**src/rtl/decode_queue.sv**
```systemverilog
// Decode stage feeding a circular queue between fetcher and dispatcher.
// Optional per-entry illegal flag: define DECODE_ILLEGAL_EN to add out_illegal.
module decode_queue #(
    parameter int unsigned DEPTH_WIDTH = 2,
    parameter int unsigned ADDR_WIDTH  = 32,
    parameter int unsigned OP_WIDTH    = 7
) (
    input  logic                  clk_in,
    input  logic                  rst_n_in,
    input  logic                  flush_in,
    input  logic                  in_valid,
    output logic                  in_ready,
    input  logic [31:0]           in_inst,
    input  logic [ADDR_WIDTH-1:0] in_pc,
    output logic                  out_valid,
    input  logic                  out_ready,
    output logic [OP_WIDTH-1:0]   out_opcode,
    output logic [4:0]            out_rs1,
    output logic [4:0]            out_rs2,
    output logic [4:0]            out_rd,
    output logic [31:0]           out_imm,
    output logic [ADDR_WIDTH-1:0] out_pc,
    output logic [ADDR_WIDTH-1:0] out_next_pc
`ifdef DECODE_ILLEGAL_EN
    ,
    output logic                  out_illegal
`endif
);

    localparam int unsigned DEPTH = 1 << DEPTH_WIDTH;
    localparam int unsigned CNT_W = DEPTH_WIDTH + 1;

    localparam logic [6:0] OPC_LUI    = 7'b0110111;
    localparam logic [6:0] OPC_AUIPC  = 7'b0010111;
    localparam logic [6:0] OPC_JAL    = 7'b1101111;
    localparam logic [6:0] OPC_JALR   = 7'b1100111;
    localparam logic [6:0] OPC_BRANCH = 7'b1100011;
    localparam logic [6:0] OPC_LOAD   = 7'b0000011;
    localparam logic [6:0] OPC_STORE  = 7'b0100011;
    localparam logic [6:0] OPC_OPIMM  = 7'b0010011;
    localparam logic [6:0] OPC_OP     = 7'b0110011;

    typedef struct packed {
        logic [OP_WIDTH-1:0]   opcode;
        logic [4:0]            rs1;
        logic [4:0]            rs2;
        logic [4:0]            rd;
        logic [31:0]           imm;
        logic [ADDR_WIDTH-1:0] pc;
        logic [ADDR_WIDTH-1:0] next_pc;
`ifdef DECODE_ILLEGAL_EN
        logic                  illegal;
`endif
    } entry_t;

    entry_t                 mem_q [DEPTH];
    logic [DEPTH_WIDTH-1:0] head_q;
    logic [DEPTH_WIDTH-1:0] tail_q;
    logic [CNT_W-1:0]       count_q;

    logic [6:0]            opc;
    logic [2:0]            f3;
    logic [31:0]           imm_i, imm_s, imm_b, imm_u, imm_j, imm_r;
    logic [OP_WIDTH-1:0]   dec_code;
    logic [31:0]           dec_imm;
    logic                  dec_redirect;
    logic [ADDR_WIDTH-1:0] pc_plus4, pc_plus_imm;
    entry_t                dec_entry;
    logic                  push, pop;

    assign opc = in_inst[6:0];
    assign f3  = in_inst[14:12];

    assign imm_u = {in_inst[31:12], 12'b0};
    assign imm_i = {{20{in_inst[31]}}, in_inst[31:20]};
    assign imm_s = {{20{in_inst[31]}}, in_inst[31:25], in_inst[11:7]};
    assign imm_b = {{19{in_inst[31]}}, in_inst[31], in_inst[7], in_inst[30:25], in_inst[11:8], 1'b0};
    assign imm_j = {{11{in_inst[31]}}, in_inst[31], in_inst[19:12], in_inst[20], in_inst[30:21], 1'b0};
    assign imm_r = {27'b0, in_inst[24:20]};

    // Opcode/funct3 to internal code; immediate format follows the major opcode
    always_comb begin
        dec_code     = '0;
        dec_imm      = '0;
        dec_redirect = 1'b0;
        case (opc)
            OPC_LUI:   begin dec_code = OP_WIDTH'(1); dec_imm = imm_u; end
            OPC_AUIPC: begin dec_code = OP_WIDTH'(2); dec_imm = imm_u; end
            OPC_JAL: begin
                dec_code     = OP_WIDTH'(3);
                dec_imm      = imm_j;
                dec_redirect = 1'b1;
            end
            OPC_JALR: begin
                dec_imm = imm_i;
                if (f3 == 3'b000) dec_code = OP_WIDTH'(4);
            end
            OPC_BRANCH: begin
                dec_imm      = imm_b;
                dec_redirect = imm_b[31];
                case (f3)
                    3'b000:  dec_code = OP_WIDTH'(5);
                    3'b001:  dec_code = OP_WIDTH'(6);
                    3'b100:  dec_code = OP_WIDTH'(7);
                    3'b101:  dec_code = OP_WIDTH'(8);
                    3'b110:  dec_code = OP_WIDTH'(9);
                    3'b111:  dec_code = OP_WIDTH'(10);
                    default: dec_code = '0;
                endcase
            end
            OPC_LOAD: begin
                dec_imm = imm_i;
                case (f3)
                    3'b000:  dec_code = OP_WIDTH'(11);
                    3'b001:  dec_code = OP_WIDTH'(12);
                    3'b010:  dec_code = OP_WIDTH'(13);
                    3'b100:  dec_code = OP_WIDTH'(14);
                    3'b101:  dec_code = OP_WIDTH'(15);
                    default: dec_code = '0;
                endcase
            end
            OPC_STORE: begin
                dec_imm = imm_s;
                case (f3)
                    3'b000:  dec_code = OP_WIDTH'(16);
                    3'b001:  dec_code = OP_WIDTH'(17);
                    3'b010:  dec_code = OP_WIDTH'(18);
                    default: dec_code = '0;
                endcase
            end
            OPC_OPIMM: begin
                dec_imm = imm_i;
                case (f3)
                    3'b000:  dec_code = OP_WIDTH'(19);
                    3'b010:  dec_code = OP_WIDTH'(20);
                    3'b011:  dec_code = OP_WIDTH'(21);
                    3'b100:  dec_code = OP_WIDTH'(22);
                    3'b110:  dec_code = OP_WIDTH'(23);
                    3'b111:  dec_code = OP_WIDTH'(24);
                    3'b001:  dec_code = OP_WIDTH'(25);
                    default: dec_code = in_inst[30] ? OP_WIDTH'(27) : OP_WIDTH'(26);
                endcase
            end
            OPC_OP: begin
                dec_imm = imm_r;
                case (f3)
                    3'b000:  dec_code = in_inst[30] ? OP_WIDTH'(29) : OP_WIDTH'(28);
                    3'b001:  dec_code = OP_WIDTH'(30);
                    3'b010:  dec_code = OP_WIDTH'(31);
                    3'b011:  dec_code = OP_WIDTH'(32);
                    3'b100:  dec_code = OP_WIDTH'(33);
                    3'b101:  dec_code = in_inst[30] ? OP_WIDTH'(35) : OP_WIDTH'(34);
                    3'b110:  dec_code = OP_WIDTH'(36);
                    default: dec_code = OP_WIDTH'(37);
                endcase
            end
            default: begin
                dec_code = '0;
                dec_imm  = '0;
            end
        endcase
    end

    // Backward branches and jal predict taken; everything else falls through
    assign pc_plus4    = in_pc + ADDR_WIDTH'(4);
    assign pc_plus_imm = in_pc + ADDR_WIDTH'({{ADDR_WIDTH{dec_imm[31]}}, dec_imm});

`ifdef DECODE_ILLEGAL_EN
    logic f7_bad;
    logic dec_illegal;

    always_comb begin
        f7_bad      = (in_inst[31:25] != 7'b0000000) && (in_inst[31:25] != 7'b0100000);
        dec_illegal = (dec_code == '0) || (in_inst[1:0] != 2'b11);
        if (opc == OPC_OP && f7_bad)
            dec_illegal = 1'b1;
        if (opc == OPC_OPIMM && (f3 == 3'b001 || f3 == 3'b101) && f7_bad)
            dec_illegal = 1'b1;
    end
`endif

    always_comb begin
        dec_entry         = '0;
        dec_entry.opcode  = dec_code;
        dec_entry.rs1     = in_inst[19:15];
        dec_entry.rs2     = in_inst[24:20];
        dec_entry.rd      = in_inst[11:7];
        dec_entry.imm     = dec_imm;
        dec_entry.pc      = in_pc;
        dec_entry.next_pc = dec_redirect ? pc_plus_imm : pc_plus4;
`ifdef DECODE_ILLEGAL_EN
        dec_entry.illegal = dec_illegal;
`endif
    end

    assign in_ready  = (count_q != CNT_W'(DEPTH));
    assign out_valid = (count_q != '0);
    assign push      = in_valid && in_ready;
    assign pop       = out_valid && out_ready;

    // Queue state; flush outranks both push and pop
    always_ff @(posedge clk_in or negedge rst_n_in) begin
        if (!rst_n_in) begin
            head_q  <= '0;
            tail_q  <= '0;
            count_q <= '0;
            for (int unsigned i = 0; i < DEPTH; i++)
                mem_q[i] <= '0;
        end else if (flush_in) begin
            head_q  <= '0;
            tail_q  <= '0;
            count_q <= '0;
        end else begin
            if (push) begin
                mem_q[tail_q] <= dec_entry;
                tail_q        <= tail_q + DEPTH_WIDTH'(1);
            end
            if (pop)
                head_q <= head_q + DEPTH_WIDTH'(1);
            if (push && !pop)
                count_q <= count_q + CNT_W'(1);
            else if (pop && !push)
                count_q <= count_q - CNT_W'(1);
        end
    end

    assign out_opcode  = mem_q[head_q].opcode;
    assign out_rs1     = mem_q[head_q].rs1;
    assign out_rs2     = mem_q[head_q].rs2;
    assign out_rd      = mem_q[head_q].rd;
    assign out_imm     = mem_q[head_q].imm;
    assign out_pc      = mem_q[head_q].pc;
    assign out_next_pc = mem_q[head_q].next_pc;
`ifdef DECODE_ILLEGAL_EN
    assign out_illegal = mem_q[head_q].illegal;
`endif

endmodule

```
**config.mk**
```make
export PLATFORM = sky130hd
export DESIGN_NAME = decode_queue
export DESIGN_NICKNAME = d
export VERILOG_FILES = /design/src/rtl/decode_queue.sv
export SDC_FILE = /design/constraint.sdc
export NUM_CORES = 1
export LEC_CHECK = 0
export BUFFER_PORTS_ARGS = -buffer_cell sky130_fd_sc_hd__buf_4
export CAP_MARGIN = 10
export CORE_ASPECT_RATIO = 1.2
export CORE_MARGIN = 2
export CORE_UTILIZATION = 59
export CTS_CLUSTER_DIAMETER = 100
export DETAILED_ROUTE_END_ITERATION = 12
export HOLD_SLACK_MARGIN = 0.05
export PLACE_DENSITY_LB_ADDON = 0.3
export SLEW_MARGIN = 10
export SYNTH_ARGS = -nofsm -noshare
export SYNTH_HDL_FRONTEND = slang
export SYNTH_SLANG_ARGS = --single-unit
export TNS_END_PERCENT = 30
```
**constraint.sdc**
```tcl
create_clock -name clk_in -period 3.6 [get_ports clk_in]
set_input_delay 1.08 -clock clk_in [delete_from_list [all_inputs] [get_ports clk_in]]
set_output_delay 1.08 -clock clk_in [all_outputs]
set_load 0.01 [all_outputs]
```
## Yosys cells after proc, flatten, opt, wreduce, memory -nomap -nowiden

Cells that the tools add are included.

- Register bits: 479
- Bits of input ports: 69
- Output and inout port bits: 120
- Logic and storage cells: 101

- $add $sub $neg: 6
- Order comparisons: 3
- Eq/ne operators: 17
- Muxes and demuxes: 26
- Bitwise gates (word level): 3
- Reduce and logical (&&, ||, !) cells: 15

Operators by type and width:

| cell | number |
|---|---|
| $bwmux W472 | 1 |
| $mux W118 | 3 |
| $bmux W118 S2 | 1 |
| $demux W118 S2 | 1 |
| $pmux W32 S6 | 1 |
| $pmux W6 S9 | 1 |
| $pmux W6 S7 | 1 |
| $add A32 B3 Y32 const B | 1 |
| $add A32 B32 Y32 | 1 |
| $mux W32 | 1 |
| $pmux W4 S7 | 1 |
| $pmux W4 S6 | 1 |
| $eq A7 B6 Y1 const B | 3 |
| $eq A7 B7 Y1 const B | 3 |
| $pmux W4 S5 | 1 |
| $pmux W5 S3 | 1 |
| $eq A7 B5 Y1 const B | 2 |
| $eq A3 B3 Y1 const B | 4 |
| $mux W3 | 4 |
| $mux W2 | 4 |
| $eq A7 B2 Y1 const B | 1 |
| $eq A3 B2 Y1 const B | 2 |
| $ge A3 B3 Y1 const B | 2 |
| $not A2 Y3 | 2 |
| 17 further kinds | 27 |

## Longest topological paths before layout

Gate-level depths: netlist of the first run.

- Word-level depth: 7
- Depth in mapped cells: 18
- Gate-level depth less buffers: 16

## Least setup slack after synthesis of the first run

OpenSTA, ideal clock, no wires.

- Kind: input-to-reg
- From: input port in_inst[3]
- To: register mem_q[145] (netlist name)
- Setup time: 0.127 ns
- Data arrival time: 4.742 ns
- Data required time: 3.473 ns
- Slack: -1.270 ns
- Cell stages on the path: 16
- Path buffers: 3
- Cell sequence: clkbuf_1 -> and3b_1 -> and3_1 -> or2_2 -> clkbuf_1 -> a21oi_1 -> inv_1 -> ha_1 -> clkbuf_1 -> nand3_1 -> or4_1 -> a211o_1 -> a2111oi_4 -> o21ai_1 -> a31oi_2 -> o21ai_1

RTL lines:

| item | RTL line | RTL |
|---|---|---|
| start, declared | 13 | `input logic [31:0] in_inst,` |
| end signal, assigned by index | 215 | `mem_q[tail_q] <= dec_entry;` |
| end, declared | 56 | `entry_t mem_q [DEPTH];` |

==> reports/summary.json, run 1 <==
{
  "ant_nets": 0,
  "worst_hold_path_type": "flop to flop",
  "final_util": 0.773,
  "global_route.usage.total": 0.334,
  "finalMaxSlewViolations": 0,
  "report.final.setup_viol": 76,
  "syn-instance-count": 2053,
  "yosysWarnings": 0,
  "floorplan.die.width_um": 188,
  "critical-path-max-stage-delay_ns": 0.51,
  "mappedNetlistNets": 2160,
  "min_period_over_period": 1.12,
  "data_arrival_time_of_the_critical_path_ns": 4.51,
  "synth_simple_gate_area_share": 0.0882,
  "power.leakage_nw": 14.1,
  "synthXorXnorAreaFrac": 0.0176,
  "ys.flop_type": "dfrtp_1",
  "cap_viol_max_count": 0,
  "fp.dieArea_um2": 42100,
  "number_of_antenna_violations_at_the_first_check_in_global_routing": 0,
  "worstReg2RegEnd": "mem_q[70]",
  "failed_checks": "negative setup slack",
  "final_cell_area_um2": 30800,
  "clock-root-buffer": "clkbuf_16",
  "total_area_of_multi_input_combinational_cells_um2": 12300,
  "globalRoute.totalOverflow": 0,
  "place_hpwl_mm": 47.7,
  "crit_path_end": "mem_q[139]",
  "worst_pin_slew_ns": 0.731,
  "dpl-instance-area_um2": 28000,
  "yosysMostFrequentCell": "dfrtp_1",
  "finalWeightedCongestion": 0.980,
  "critical_path.slowest_cell": "or4_4",
  "finalWorstPathRequiredPeriod_ns": 4.04,
  "numCtsBuffers": 48,
  "routed_via_density": 6.19,
  "buffer_levels_on_the_longest_clock_path": 3,
  "chipHeight_um": 224,
  "routed_wl_mm": 69.9,
  "drt_drc_violations_left": 0,
  "pre_cts_ws_ns": -1.43,
  "critPathCaptureType": "flop",
  "nNetsFinal": 2557,
  "synth-edff-count": 0,
  "netlist_top_cells_count": "475 x dfrtp_1, 290 x nand2_1, 265 x mux2_2",
  "worst_clock_skew_ns": 0.0198,
  "outcome": "finished, violations left",
  "crit_type": "primary input to flop",
  "number_of_buffers_inserted_by_port_buffering": 187,
  "synth-async-reset-ratio": 1.00,
  "setup.worst_path.start_class": "primary input",
  "post_synth_num_cell_types": 66,
  "gr-usage-met1": 0.434,
  "wl_per_cell_um": 23.1,
  "worstSetupPathDepth": 17,
  "initial_core_util": 0.599,
  "clk_lat_worst_skew_ns": 0.59,
  "vias": 18700,
  "synthDominantCellAreaShare": 0.498,
  "rsz0062_at_grt": "true",
  "power.density_nw_per_um2": 666,
  "cell_family_with_the_largest_share_of_critical_path_delay": "simple AND/OR/NAND/NOR gates",
  "clock_sink_count": 475,
  "first_global_vias": 19400,
  "globalRouteMet3Util": 0.0543,
  "hold_viol": 0,
  "layout_setup_ws_ns": -0.437,
  "drtIter0Drc": 1462,
  "post_synth_fa_ha_maj_area_fraction": 0.0206,
  "worst_ir_drop_vdd_mv": 0.619,
  "cp-startpoint": "in_inst[2]",
  "r2r_setup_slack_ns": 1.09,
  "grt_first_pass_wirelength_mm": 109,
  "cp_cell_sequence": "buf_12 > nor2b_4 > or3b_4 > nor3_4 > nand2_2 > inv_2 > ha_4 > a21oi_2 > o211a_1 > or4_4 > a211o_4 > buf_4 > buf_6 > and2_4 > xor2_4 > o21ai_4 > mux2_2",
  "diodes": 0,
  "synth_top_family_by_area": "multiplexers",
  "cts_tree": "done",
  "finalSetupTns_ns": -19.29,
  "syn_area_um2": 23900,
  "grt_start_max_net_pins": 80,
  "boundaryPins": 189,
  "groute.layer.met2.usage": 0.559,
  "worstPathBufferInverterCount": 4,
  "clock_pin_transition_on_the_worst_setup_and_hold_timing_paths_ns": 0.06,
  "worst_hold_slack_ns": 0.478,
  "crit_path_max_fanout": 7,
  "syn-mean-instance-area_um2": 11.6,
  "htreeDepth": 2,
  "r2r-start": "count_q[1]",
  "drtPass1Iterations": 6,
  "multiplexer_share_of_the_synthesized_area": 0.242,
  "maxClockFrequency_mhz": 248,
  "register_area_um2": 11900,
  "slew_headroom": 0.513,
  "core-area_um2": 39800,
  "yosys_register_bits": 475,
  "synth_top_area_cell": "dfrtp_1",
  "reg2reg_depth": 9,
  "netlist_top_cells_area": "dfrtp_1 50%, mux2_2 13%, mux4_2 11%, nand2_1 4.6%, o21ai_0 4.2%",
  "seq_area_frac_synth": 0.498,
  "drive_gt1_frac": 0.454,
  "crit_path_required_time_ns": 4.07,
  "growth_of_design_area_from_synthesis_to_finish_pct": 29.1,
  "final.fill_count": 2420,
  "placement_rows": 80,
  "synth_compound_gate_area_share": 0.103,
  "global_route.peak_usage_layer": "met2"
}
## worst reg2reg max path: stages (launching register included)
cell,delay [ns]
dfrtp_1,0.40
inv_1,0.12
nand3_1,0.16
nand2_1,0.26
nor2_1,0.07
buf_4,0.19
nand2_4,0.45
buf_4,0.52
nand2_1,0.14
o21ai_0,0.11
## kinds of logic (layout without fill, tap and decap cells)
| kind of cell | Yosys count | after routing |
|---|---|---|
| xor gates and xnor gates | 48 | 48 |
| DFF | 475 | 475 |
| AOI/OAI and AO/OA | 415 | 415 |
| muxes | 397 | 397 |
| other | 1 | 1 |
| and+or+nand+nor | 485 | 485 |
| buffers and inverters | 194 | 630 |
| adders and majority gates | 38 | 38 |
## what timing repair did
item	in CTS	in global routing
hold buffers	0	0
pin swaps	57	49
endpoints found under the setup margin	80	100
buffers inserted	17	19
gates resized for setup	98	99
## metal layers
layer	part of all wire	vias to the layer above
li1	-	8175
met1	0.39	9644
met2	0.50	709
met3	0.065	182
met4	0.044	0
met5	0	-
## sequential cells by signal (all words and copies together) (netlist names)
| register | count |
|---|---|
| count_q | 3 |
| mem_q | 468 |
| head_q | 2 |
| tail_q | 2 |
## stage by stage
stage / std cells / total power [mW]
global placement: 2898 / 14.8
detailed placement: 2898 / 15.2
floorplan: 2053 / 12.1
global route: 3022 / 21.4
finish: 3022 / 20.5
CTS: 3003 / 20.5
## area by class of cell
class	count	area share
Clock buffer	60	0.0434
Clock inverter	29	0.00987
Inverter	47	0.00597
Multi-Input combinational cell	1384	0.400
Sequential cell	475	0.386
Tap cell	533	0.0216
Timing Repair Buffer	494	0.133
## worst min path at each step
stage | start | end | cells after the start
4_1_cts | mem_q[133] | mem_q[133] | 2
3_3_place_gp | mem_q[445] | mem_q[445] | 2
5_1_grt | mem_q[190] | mem_q[190] | 2
2_1_floorplan | mem_q[126] | mem_q[126] | 2
3_5_place_dp | mem_q[133] | mem_q[133] | 2
6_report | mem_q[133] | mem_q[133] | 2
## layout by cell type (no fill, tap or decap), types with 9 or more instances in the layout
| cell type | count |
|---|---|
| ha_4 | 19 |
| clkinv_2 | 16 |
| buf_4 | 446 |
| o21ai_0 | 189 |
| buf_6 | 22 |
| xor2_1 | 22 |
| mux2i_1 | 14 |
| nor2_1 | 68 |
| inv_2 | 10 |
| nand3_1 | 21 |
| nand2_1 | 277 |
| ha_1 | 16 |
| clkbuf_8 | 9 |
| mux2_4 | 17 |
| inv_1 | 34 |
| or3_1 | 10 |
| mux2_2 | 248 |
| nor3_1 | 19 |
| a21o_1 | 25 |
| mux4_2 | 117 |
| buf_12 | 24 |
| a22oi_1 | 13 |
| xnor2_1 | 21 |
| a21oi_2 | 20 |
| dfrtp_1 | 473 |
| a21oi_1 | 46 |
| o21ai_1 | 20 |
| clkbuf_16 | 48 |
## report_power, final
part	internal [mW]	total [mW]	switching, mW
clock	3.01	5.17	2.16
combinational	4.04	7.15	3.11
sequential	7.15	8.19	1.04
total	14.2	20.5	6.32
No activity file was read; power rests on OpenSTA's default activity.
==> run 2, diff against run 1 <==
CTS_BUF_LIST = sky130_fd_sc_hd__clkbuf_16   (was unset)
GPL_ROUTABILITY_DRIVEN = 0   (was unset)
==> reports/summary.json, run 2 (same netlist as run 1, synthesis figures left out) <==
{
  "pre_cts_ws": {"value": -1.31, "unit": "ns", "change": "was -1.43 ns"},
  "wl_per_cell": {"value": 23.7, "unit": "um", "change": "was 23.1 um"},
  "nNetsFinal": {"value": 2541, "change": "was 2557"},
  "routed_wl": {"value": 71.3, "unit": "mm", "change": "was 69.9 mm"},
  "critPathCaptureType": {"value": "flop", "change": "unchanged"},
  "fp.dieArea": {"value": 42100, "unit": "um^2", "change": "unchanged"},
  "min_period_over_period": {"value": 1.15, "change": "was 1.12"},
  "reg.largest.list": {"value": "mem_q (468), count_q (3)", "change": "unchanged"},
  "detail_route.wirelength.met1": {"value": 26.6, "unit": "mm", "change": "was 27.4 mm"},
  "report.final.setup_viol": {"value": 88, "change": "was 76"},
  "mostFrequentLayoutCells": {"value": "473 x dfrtp_1, 431 x buf_4, 275 x nand2_1", "change": "was 473 x dfrtp_1, 446 x buf_4, 277 x nand2_1"},
  "largest_reg_by_ff_count": {"value": "mem_q", "change": "unchanged"},
  "routed_via_density": {"value": 6.36, "change": "was 6.19"},
  "clock_pin_transition_on_the_worst_setup_and_hold_timing_paths": {"value": 0.06, "unit": "ns", "change": "about the same"},
  "numCtsBuffers": {"value": 47, "change": "was 48"},
  "worst_hold_path_type": {"value": "flop to flop", "change": "unchanged"},
  "topRoutingLayerUsed": {"value": "met4", "change": "unchanged"},
  "worst_pin_slew": {"value": 0.778, "unit": "ns", "change": "was 0.731 ns"},
  "growth_of_design_area_from_synthesis_to_finish": {"value": 28.5, "unit": "%", "change": "was 29.1%"},
  "most_common_cell_after_layout_fill_and_taps_aside": {"value": "dfrtp_1", "change": "unchanged"},
  "maxClockFrequency": {"value": 241, "unit": "MHz", "change": "was 248 MHz"},
  "cap_viol_max_count": {"value": 0, "change": "unchanged"},
  "number_of_buffers_inserted_by_port_buffering": {"value": 187, "change": "unchanged"},
  "worst_clock_skew": {"value": 0.0276, "unit": "ns", "change": "was 0.0198 ns"},
  "power.leakage": {"value": 14.0, "unit": "nW", "change": "was 14.1 nW"},
  "report.power.total": {"value": 20.0, "unit": "mW", "change": "was 20.5 mW"},
  "crit_path_end": {"value": "mem_q[147]", "change": "was mem_q[139]"},
  "crit_path_required_time": {"value": 4.04, "unit": "ns", "change": "was 4.07 ns"},
  "detailroute.wirelength.met3": {"value": 5.87, "unit": "mm", "change": "was 4.53 mm"},
  "floorplan.die.width": {"value": 188, "unit": "um", "change": "unchanged"},
  "placement_rows": {"value": 80, "change": "unchanged"},
  "htreeDepth": {"value": 2, "change": "unchanged"},
  "layout_setup_ws": {"value": -0.541, "unit": "ns", "change": "was -0.437 ns"},
  "grt_start_max_net_pins": {"value": 101, "change": "was 80"},
  "drtPass1Iterations": {"value": 8, "change": "was 6"},
  "r2r_setup_slack": {"value": 1.14, "unit": "ns", "change": "was 1.09 ns"},
  "global_route.usage.total": {"value": 0.329, "change": "was 0.334"},
  "worst_hold_slack": {"value": 0.475, "unit": "ns", "change": "was 0.478 ns"},
  "rsz0062_at_grt": {"value": "true", "change": "unchanged"},
  "wl_met2": {"value": 34.3, "unit": "mm", "change": "was 34.9 mm"},
  "chipHeight": {"value": 224, "unit": "um", "change": "unchanged"},
  "number_of_antenna_violations_at_the_first_check_in_global_routing": {"value": 0, "change": "unchanged"},
  "outcome": {"value": "finished, violations left", "change": "unchanged"},
  "core-area": {"value": 39800, "unit": "um^2", "change": "unchanged"},
  "failed_checks": {"value": "negative setup slack", "change": "unchanged"},
  "initial_core_util": {"value": 0.599, "change": "unchanged"},
  "vias": {"value": 19100, "change": "was 18700"},
  "drtIter0Drc": {"value": 1725, "change": "was 1462"},
  "finalWorstPathRequiredPeriod": {"value": 4.14, "unit": "ns", "change": "was 4.04 ns"},
  "clk_lat_worst_skew": {"value": 0.58, "unit": "ns", "change": "was 0.59 ns"},
  "place_hpwl": {"value": 45.9, "unit": "mm", "change": "was 47.7 mm"},
  "first_global_vias": {"value": 19500, "change": "was 19400"},
  "clock_sink_count": {"value": 475, "change": "unchanged"},
  "setup.worst_path.start_class": {"value": "primary input", "change": "unchanged"},
  "globalRoute.totalOverflow": {"value": 0, "change": "unchanged"},
  "max_reg_flops": {"value": 468, "change": "unchanged"},
  "crit_path_max_fanout": {"value": 5, "change": "was 7"},
  "power.density": {"value": 652, "unit": "nW/um^2", "change": "was 666 nW/um^2"},
  "slew_headroom": {"value": 0.481, "change": "was 0.513"},
  "r2r-start": {"value": "count_q[0]", "change": "was count_q[1]"},
  "cts_tree": {"value": "done", "change": "unchanged"},
  "worst_ir_drop_vdd": {"value": 0.682, "unit": "mV", "change": "was 0.619 mV"},
  "diodes": {"value": 0, "change": "unchanged"},
  "reg2reg_depth": {"value": 8, "change": "was 9"},
  "finalSetupTns": {"value": -27.61, "unit": "ns", "change": "was -19.29 ns"},
  "hold_viol": {"value": 0, "change": "unchanged"},
  "drt_drc_violations_left": {"value": 0, "change": "unchanged"},
  "buffer_levels_on_the_longest_clock_path": {"value": 3, "change": "unchanged"},
  "data_arrival_time_of_the_critical_path": {"value": 4.58, "unit": "ns", "change": "was 4.51 ns"},
  "clock-root-buffer": {"value": "clkbuf_16", "change": "unchanged"},
  "drive_gt1_frac": {"value": 0.447, "change": "was 0.454"},
  "finalMaxSlewViolations": {"value": 0, "change": "unchanged"},
  "crit_type": {"value": "primary input to flop", "change": "unchanged"},
  "worstReg2RegEnd": {"value": "mem_q[351]", "change": "was mem_q[70]"},
  "ant_nets": {"value": 0, "change": "unchanged"},
  "boundaryPins": {"value": 189, "change": "unchanged"},
  "cp-startpoint": {"value": "in_inst[6]", "change": "was in_inst[2]"},
  "grt_first_pass_wirelength": {"value": 108, "unit": "mm", "change": "was 109 mm"}
}
## run 2: metal layers
| metal | up-vias | track usage |
|---|---|---|
| met2 | 1022 | 0.540 |
| li1 | 8152 | - |
| met5 | - | 0 |
| met1 | 9627 | 0.421 |
| met4 | 0 | 0.178 |
| met3 | 303 | 0.0584 |
## run 2: report_power, final
group,switching (mW),internal [mW]
clock network,2.08,2.64
registers,1.00,7.14
logic,3.12,4.00
total,6.20,13.8
## run 2: worst max-delay path, stage by stage
cell	delay, ns
buf_8	0.11
buf_6	0.12
and3_4	0.18
a21oi_4	0.13
nor2_4	0.07
a22oi_2	0.37
inv_2	0.09
ha_4	0.28
o211ai_1	0.13
o211a_1	0.27
or4_4	0.43
a211o_4	0.38
a2111oi_4	0.38
buf_4	0.19
o211ai_4	0.10
mux2i_1	0.18
nand2_1	0.08
## run 2: cell type report
class,count,area (um^2)
Sequential cell,475,11900
Multi-Input combinational cell,1384,12400
Timing Repair Buffer,479,4000
Inverter,47,184
Tap cell,533,667
Clock inverter,37,267
Clock buffer,48,1200
Fill cell,2309,9190
## run 2: through the flow
stage,util,std cells,area [um^2]
floorplan,-,2053,24200
global placement,0.698,2877,27800
detailed placement,0.698,2877,27800
CTS,0.756,2985,30100
global route,0.769,3003,30700
finish,0.769,3003,30700
## run 2: worst min-delay path by stage
stage,startpoint,endpoint,slack (ns),cells past startpoint
floorplan,mem_q[126],mem_q[126],0.44,2
global placement,mem_q[126],mem_q[126],0.45,2
detailed placement,mem_q[244],mem_q[244],0.46,2
CTS,mem_q[73],mem_q[73],0.48,2
global route,mem_q[1],mem_q[1],0.50,2
finish,mem_q[73],mem_q[73],0.47,2
## run 2: what timing repair did
action                     CTS  global route
resized for setup          144            85
hold buffers                 0             0
pin swaps                   56            49
setup endpoints to repair   90           116
buffers inserted            23            24
